[src/rtl/kf6845_pkg.sv]
// Shared types and constants for the KF6845 CRTC register blocks.
// The light pen glitch filter (KF6845_LPEN_GLITCH_FILTER_EN) uses LPEN_FILTER_COUNT.
package kf6845_pkg;

  typedef logic [13:0] ma_t;

  typedef enum logic [0:0] {
    LPEN_ARMED = 1'b0,
    LPEN_HELD  = 1'b1
  } lpen_state_t;

  localparam int unsigned LPEN_FILTER_COUNT = 3;
  localparam int unsigned BUS_W             = 8;
  localparam logic [BUS_W-1:0] BUS_IDLE_DATA = 8'hFF;

endpackage

[src/rtl/kf6845_light_pen_if.sv]
// Bus-control side of the light pen register: read strobes, read data and capture flag.
interface kf6845_light_pen_if;

  logic [7:0] internal_data_bus_out;
  logic       read_light_pen_h_register;
  logic       read_light_pen_l_register;
  logic       light_pen_flag;

  modport master (
    output read_light_pen_h_register,
    output read_light_pen_l_register,
    input  internal_data_bus_out,
    input  light_pen_flag
  );

  modport slave (
    input  read_light_pen_h_register,
    input  read_light_pen_l_register,
    output internal_data_bus_out,
    output light_pen_flag
  );

endinterface

[src/rtl/kf6845_sync_edge.sv]
// LPSTB synchronizer and rising-edge detector producing a one-clock pulse.
// With KF6845_LPEN_GLITCH_FILTER_EN the synchronized level must hold for 4 clocks first.
module kf6845_sync_edge
  import kf6845_pkg::*;
#(
  parameter int unsigned SYNC_STAGES = 2
) (
  input  logic clock,
  input  logic reset,
  input  logic i_strobe,
  output logic o_rise_c
);

  logic [SYNC_STAGES-1:0] r_sync;
  logic                   r_prev;
  logic                   w_level;

  always_ff @(posedge clock) begin
    if (reset) begin
      r_sync <= '0;
    end else begin
      r_sync <= {r_sync[SYNC_STAGES-2:0], i_strobe};
    end
  end

`ifdef KF6845_LPEN_GLITCH_FILTER_EN
  logic [1:0] r_count;

  // Saturating run-length counter; any low sample restarts qualification.
  always_ff @(posedge clock) begin
    if (reset || !r_sync[SYNC_STAGES-1]) begin
      r_count <= 2'd0;
    end else if (r_count != 2'(LPEN_FILTER_COUNT)) begin
      r_count <= r_count + 2'd1;
    end
  end

  assign w_level = r_sync[SYNC_STAGES-1] & (r_count == 2'(LPEN_FILTER_COUNT));
`else
  assign w_level = r_sync[SYNC_STAGES-1];
`endif

  always_ff @(posedge clock) begin
    if (reset) begin
      r_prev <= 1'b0;
    end else begin
      r_prev <= w_level;
    end
  end

  assign o_rise_c = w_level & ~r_prev;

endmodule

[src/rtl/kf6845_light_pen.sv]
// KF6845 light pen capture: latches MA (+MA_ADJUST) on a strobe edge into R16/R17.
// Optional build macro: KF6845_LPEN_GLITCH_FILTER_EN (strobe glitch filter).
module kf6845_light_pen
  import kf6845_pkg::*;
#(
  parameter int unsigned SYNC_STAGES = 2,
  parameter ma_t         MA_ADJUST   = 14'd0
) (
  input  logic                clock,
  input  logic                reset,
  input  logic                video_clock_enable,
  input  logic                LPSTB,
  input  ma_t                 MA,
  kf6845_light_pen_if.slave   bus
);

  localparam logic [0:0] ST_ARMED = 1'(LPEN_ARMED);
  localparam logic [0:0] ST_HELD  = 1'(LPEN_HELD);

  logic [0:0]  r_state;
  logic        r_pending;
  logic        r_flag;
  ma_t         r_address;

  logic [0:0]  w_state_nx;
  logic        w_pending_nx;
  logic        w_flag_nx;
  ma_t         w_address_nx;
  logic        w_rise;
  logic [7:0]  w_bus_data_c;

  kf6845_sync_edge #(
    .SYNC_STAGES (SYNC_STAGES)
  ) u_sync_edge (
    .clock    (clock),
    .reset    (reset),
    .i_strobe (LPSTB),
    .o_rise_c (w_rise)
  );

  always_ff @(posedge clock) begin
    if (reset) begin
      r_state   <= ST_ARMED;
      r_pending <= 1'b0;
      r_flag    <= 1'b0;
      r_address <= '0;
    end else begin
      r_state   <= w_state_nx;
      r_pending <= w_pending_nx;
      r_flag    <= w_flag_nx;
      r_address <= w_address_nx;
    end
  end

  // A fresh edge coinciding with an enable captures immediately; otherwise it waits as pending.
  always_comb begin
    w_state_nx   = r_state;
    w_pending_nx = r_pending;
    w_flag_nx    = r_flag;
    w_address_nx = r_address;
    case (r_state)
      ST_ARMED: begin
        if ((r_pending | w_rise) & video_clock_enable) begin
          w_address_nx = MA + MA_ADJUST;
          w_flag_nx    = 1'b1;
          w_pending_nx = 1'b0;
          w_state_nx   = ST_HELD;
        end else if (w_rise) begin
          w_pending_nx = 1'b1;
        end
      end
      ST_HELD: begin
        if (bus.read_light_pen_l_register) begin
          w_flag_nx  = 1'b0;
          w_state_nx = ST_ARMED;
        end
      end
    endcase
  end

  // Read mux: H wins when both strobes are asserted.
  always_comb begin
    w_bus_data_c = BUS_IDLE_DATA;
    if (bus.read_light_pen_h_register) begin
      w_bus_data_c = {2'b00, r_address[13:8]};
    end else if (bus.read_light_pen_l_register) begin
      w_bus_data_c = r_address[7:0];
    end
  end

  assign bus.internal_data_bus_out = w_bus_data_c;
  assign bus.light_pen_flag        = r_flag;

endmodule

[src/flat_wrapper.sv]
// flat-port wrapper written by rule: the top's interface ports become plain ports
module kf6845_light_pen_flat import kf6845_pkg::*;
#(
  parameter int unsigned SYNC_STAGES = 2,
  parameter ma_t         MA_ADJUST   = 14'd0
)
  (clock, reset, video_clock_enable, LPSTB, MA, bus_read_light_pen_h_register, bus_read_light_pen_l_register, bus_internal_data_bus_out, bus_light_pen_flag);
  kf6845_light_pen_if bus_i ();
  input  logic clock;
  input  logic reset;
  input  logic video_clock_enable;
  input  logic LPSTB;
  input  ma_t MA;
  input wire logic [$bits(bus_i.read_light_pen_h_register)-1:0] bus_read_light_pen_h_register;
  input wire logic [$bits(bus_i.read_light_pen_l_register)-1:0] bus_read_light_pen_l_register;
  output wire logic [$bits(bus_i.internal_data_bus_out)-1:0] bus_internal_data_bus_out;
  output wire logic [$bits(bus_i.light_pen_flag)-1:0] bus_light_pen_flag;
  assign bus_i.read_light_pen_h_register = bus_read_light_pen_h_register;
  assign bus_i.read_light_pen_l_register = bus_read_light_pen_l_register;
  assign bus_internal_data_bus_out = bus_i.internal_data_bus_out;
  assign bus_light_pen_flag = bus_i.light_pen_flag;
  kf6845_light_pen #(.SYNC_STAGES(SYNC_STAGES), .MA_ADJUST(MA_ADJUST)) u_core (.clock(clock), .reset(reset), .video_clock_enable(video_clock_enable), .LPSTB(LPSTB), .MA(MA), .bus(bus_i));
endmodule
[config.mk]
export PLATFORM = sky130hd
export DESIGN_NAME = kf6845_light_pen_flat
export DESIGN_NICKNAME = d
export VERILOG_FILES = /design/src/rtl/kf6845_pkg.sv /design/src/rtl/kf6845_light_pen_if.sv /design/src/rtl/kf6845_sync_edge.sv /design/src/rtl/kf6845_light_pen.sv /design/src/flat_wrapper.sv
export SDC_FILE = /design/constraint.sdc
export NUM_CORES = 1
export LEC_CHECK = 0
export CORE_MARGIN = 2
export CORE_UTILIZATION = 43
export CTS_BUF_LIST = sky130_fd_sc_hd__clkbuf_8
export DETAILED_ROUTE_END_ITERATION = 6
export GPL_TIMING_DRIVEN = 0
export PLACE_DENSITY = 0.77
export SYNTH_ARGS = -nofsm -noshare
export SYNTH_HDL_FRONTEND = slang
export SYNTH_SLANG_ARGS = --single-unit
export TNS_END_PERCENT = 100
[constraint.sdc]
create_clock -name clock -period 1 [get_ports clock]
set_input_delay 0.15 -clock clock [delete_from_list [all_inputs] [get_ports clock]]
set_output_delay 0.15 -clock clock [all_outputs]
set_load 0.02 [all_outputs]
Yosys cells after proc, flatten, opt, wreduce, memory -nomap -nowiden
Index checks and enable logic that the tools add are counted.
{ "word_totals": {"register_bits": 20, "out_inout_bits": 9} }
{ "op_classes": {"eq_ne": 2, "bitwise": 5, "n_reduce_logical": 4, "muxes": 10} }
{ "ops": {"columns": ["op", "n"], "rows": [
  ["8-bit two-way mux", 2],
  ["1-bit two-way mux", 6],
  ["2-bit AND reduction", 3],
  ["1-bit one-hot mux with 2 select lines", 2],
  ["1-bit AND", 2],
  ["2-bit by 1-bit != test with 1-bit output, second input constant", 1],
  ["2-bit != test, second input constant", 1],
  ["1-bit NOT", 2],
  ["2-bit nonzero test", 1],
  ["1-bit OR", 1]
]} }

Longest topological paths before layout
{ "logic_depth": {"ltp_word": 6, "depth_mapped": 5, "depth_no_buf": 3} }

Cells and area by module
Synthesis repeated with hierarchy kept, for this count alone.
{ "unflattened": {"cells_unflattened": 106, "hier_area_um2": 969.7} }
{ "modules_own_cells": {"columns": ["module", "seq_area_each_um2", "n_inst", "area_per_inst_um2", "cells_per_inst"], "rows": [
  ["kf6845_light_pen", 340.3, 1, 882.1, 99],
  ["kf6845_sync_edge", 60.1, 1, 87.6, 7]
]} }

Least setup slack after synthesis
OpenSTA, ideal clock, no wires.
{ "synth_timing": {"path_kind": "register to register", "startpoint": "register u_core.u_sync_edge.r_sync[1]", "endpoint": "register u_core.r_address[10]", "path_slack_ns": -0.056, "t_arrival_ns": 0.972, "n_path_buf": 2, "required_ns": 0.916, "stages_incl_launch_ff": 6, "period_less_slack_ns": 1.056, "path_cell_list": "dfxtp_1 -> nor2b_4 -> o21a_1 -> buf_6 -> buf_12 -> o31ai_2"} }
{ "synth_via": {"elab_chain_len": 4} }
{ "synth_lines": {"columns": ["element", "line_no", "rtl"], "rows": [
  ["start: declaration", "kf6845_sync_edge.sv:14", "logic [SYNC_STAGES-1:0] r_sync;"],
  ["start signal: assignment", "kf6845_sync_edge.sv:22", "r_sync <= {r_sync[SYNC_STAGES-2:0], i_strobe};"],
  ["1-bit AND", "kf6845_sync_edge.sv:51", "assign o_rise_c = w_level & ~r_prev;"],
  ["1-bit OR", "kf6845_light_pen.sv:63", "if ((r_pending | w_rise) & video_clock_enable) begin"],
  ["1-bit AND", "kf6845_light_pen.sv:63", null],
  ["2-bit AND reduction (no source line)", null, null],
  ["end signal: assignment", "kf6845_light_pen.sv:51", "r_address <= w_address_nx;"],
  ["end: declaration", "kf6845_light_pen.sv:23", "ma_t r_address;"]
]} }
No other way between the ends.
A chain may end at the register's enable or synchronous reset.

Worst setup path in the final report
{ "layout_timing": {"startpoint": "register u_core.u_sync_edge.r_sync[1]", "endpoint": "register u_core.r_address[12]"} }
Same word-level chain as after synthesis.

==> flow_summary.json <==
{
  "post_drt_wl_per_cell_um": 15.4,
  "synth_area_leaders": "dfxtp_1 (42%), o31ai_2 (11%), o2111ai_1 (7.4%), mux2i_1 (6.3%), a21oi_1 (5.8%)",
  "yosysWarnings": 0,
  "crit_type": "reg2reg",
  "drv_cap": 0,
  "holdWs_ps": 323,
  "ant_nets": 0,
  "cts_num_sinks": 20,
  "syn_nets": 122,
  "setup_viol_count_final": 22,
  "hold_class": "in2reg",
  "design.core.area_mm2": 0.00215,
  "grt_pass1_wl_um": 3780,
  "place_ws_ps": -1060,
  "critPathLaunchType": "register",
  "slew_headroom": 0.790,
  "status": "finished, violations left",
  "place_congestion": 0.736,
  "critPathMaxFanout": 5,
  "syn_area_um2": 948,
  "avgSynthCellArea_um2": 9.30,
  "io_pins": 29,
  "syn_inst": 102,
  "arrival_ps": 1340,
  "fin_worst_skew_ps": 2.28,
  "die_y_um": 51.0,
  "cts_tree": "yes",
  "p_leak_nw": 0.553,
  "min_period_over_period": 1.16,
  "finalHoldViolations": 0,
  "yosysTopAreaCell": "dfxtp_1",
  "drv_slew": 0,
  "num_vias": 874,
  "tightest_slew_ps": 315,
  "seq_area_frac_synth": 0.422,
  "yosysUniqueCellTypes": 19,
  "drt_iter0_markers": 3,
  "htreeDepth": 1,
  "violations": "negative setup slack",
  "grt_antenna_before_repair": 0,
  "dp_hpwl_um": 1500,
  "clock_path_buffers": 2,
  "die_w_um": 51.0,
  "clock_latency_ps": 260,
  "crit_required_ps": 1180,
  "powerDensity_mw_per_mm2": 1190,
  "nets": 161,
  "setup_tns_ps": -2610,
  "synth_seq_cells": 20,
  "ir_drop_mv": 0.917,
  "fmax_mhz": 860,
  "grt.total_usage": 0.195,
  "finalInstanceArea_mm2": 0.00146,
  "cts.reportedPaths.clkPinSlew_ps": 70,
  "io_buffers": 27,
  "dieArea_mm2": 0.00260,
  "most-common-layout-cells": "clkdlybuf4s50_1 (15), nand2_1 (14), buf_4 (11), dfxtp_1 (10), dfxtp_2 (10)",
  "drive_gt1_frac": 0.460,
  "final.setup.worst_slack_ps": -163,
  "grt_pass1_vias": 886,
  "grt.overflow.total": 0,
  "ctsHoldBuffers": 0,
  "post-route-drc-count": 0,
  "endpoint_kind": "register",
  "placed_cell_area_mm2": 0.00125,
  "cts_buffers": 3,
  "start_util": 0.441,
  "num_rows": 17,
  "rsz0062_at_grt": "yes",
  "root_buffer": "clkbuf_8",
  "final_common_cell": "clkdlybuf4s50_1",
  "viasPerCell": 5.23,
  "grt_max_degree": 11,
  "min_period_ps": 1160,
  "antenna-diode-count": 0,
  "dr.pass1.iters": 4,
  "power_mw": 1.73,
  "yosys.area.top_type_share": 0.422,
  "syn_to_final_growth_pct": 53.7,
  "routed_wirelength_um": 2580,
  "reg2reg_slack_ps": -160
}
[state kept, by name, summed over array words and instances, names as in the netlist]
register / cells
u_core.r_pending: 1
u_core.u_sync_edge.r_sync: 2
u_core.r_address: 14
u_core.u_sync_edge.r_prev: 1
u_core.r_state: 1
u_core.bus.light_pen_flag: 1
[cell type report]
type	instances	area [um2]
Buffer	10	82.6
Clock buffer	3	41.3
Fill cell	176	691
Inverter	10	37.5
Multi-Input combinational cell	62	533
Sequential cell	20	413
Tap cell	28	35.0
Timing Repair Buffer	34	315
[final timing paths]
path                                start                           end  cells after the start
max          u_core.u_sync_edge.r_sync[1]          u_core.r_address[12]                      5
min                                 reset  u_core.u_sync_edge.r_sync[1]                      2
max reg2reg  u_core.u_sync_edge.r_sync[1]          u_core.r_address[12]                      5
min reg2reg  u_core.u_sync_edge.r_sync[0]  u_core.u_sync_edge.r_sync[1]                      1
[power breakdown]
group | leakage (nW) | switching [mW] | total, mW | internal [mW]
clock network | 0.0216 | 0.262 | 0.531 | 0.268
logic | 0.364 | 0.177 | 0.366 | 0.189
registers | 0.167 | 0.0137 | 0.838 | 0.824
[cell usage after synthesis]
master	instances
a21oi_1	11
o2111ai_1	8
clkbuf_1	5
inv_1	9
buf_6	1
nor2b_4	1
inv_2	1
buf_12	1
nand2_1	14
nor2b_1	4
nor3_1	1
nor3b_1	6
o21a_1	1
dfxtp_1	20
buf_2	3
o31ai_2	8
mux2i_1	6
nand2b_1	1
o21ai_1	1
[worst max-delay path: stages (launching register included)]
cell and delay (ps):
dfxtp_2 320, nor2b_4 120, o21a_1 180, buf_6 140
clkbuf_16 160, o31ai_4 170
[logic make-up after synthesis]
kind of cell           synth area share
AND/OR/NAND/NOR                   0.156
flip-flops                        0.422
buffers and inverters             0.108
AO/OA/AOI/OAI                     0.251
multiplexers                     0.0633
[timing repair]
| item | in CTS | in global routing |
|---|---|---|
| buffers inserted | 4 | 1 |
| pin swaps | 7 | 3 |
| endpoints found under the setup margin | 26 | 26 |
| resized for setup | 73 | 17 |
| cloned | 1 | 1 |
[per-stage QoR]
step,std cells,utilization
global route,167,0.679
CTS,165,0.644
finish,167,0.679
global placement,157,0.584
floorplan,102,-
detailed placement,157,0.584
[layer usage]
| metal | track usage | vias up | part of all wire |
|---|---|---|---|
| met5 | 0 | - | 0 |
| met4 | 0.0946 | 0 | 0.014 |
| met3 | 0.0205 | 5 | 0.027 |
| met2 | 0.351 | 20 | 0.54 |
| met1 | 0.228 | 419 | 0.42 |
| li1 | - | 430 | - |
No activity file was read; power rests on OpenSTA's default activity.
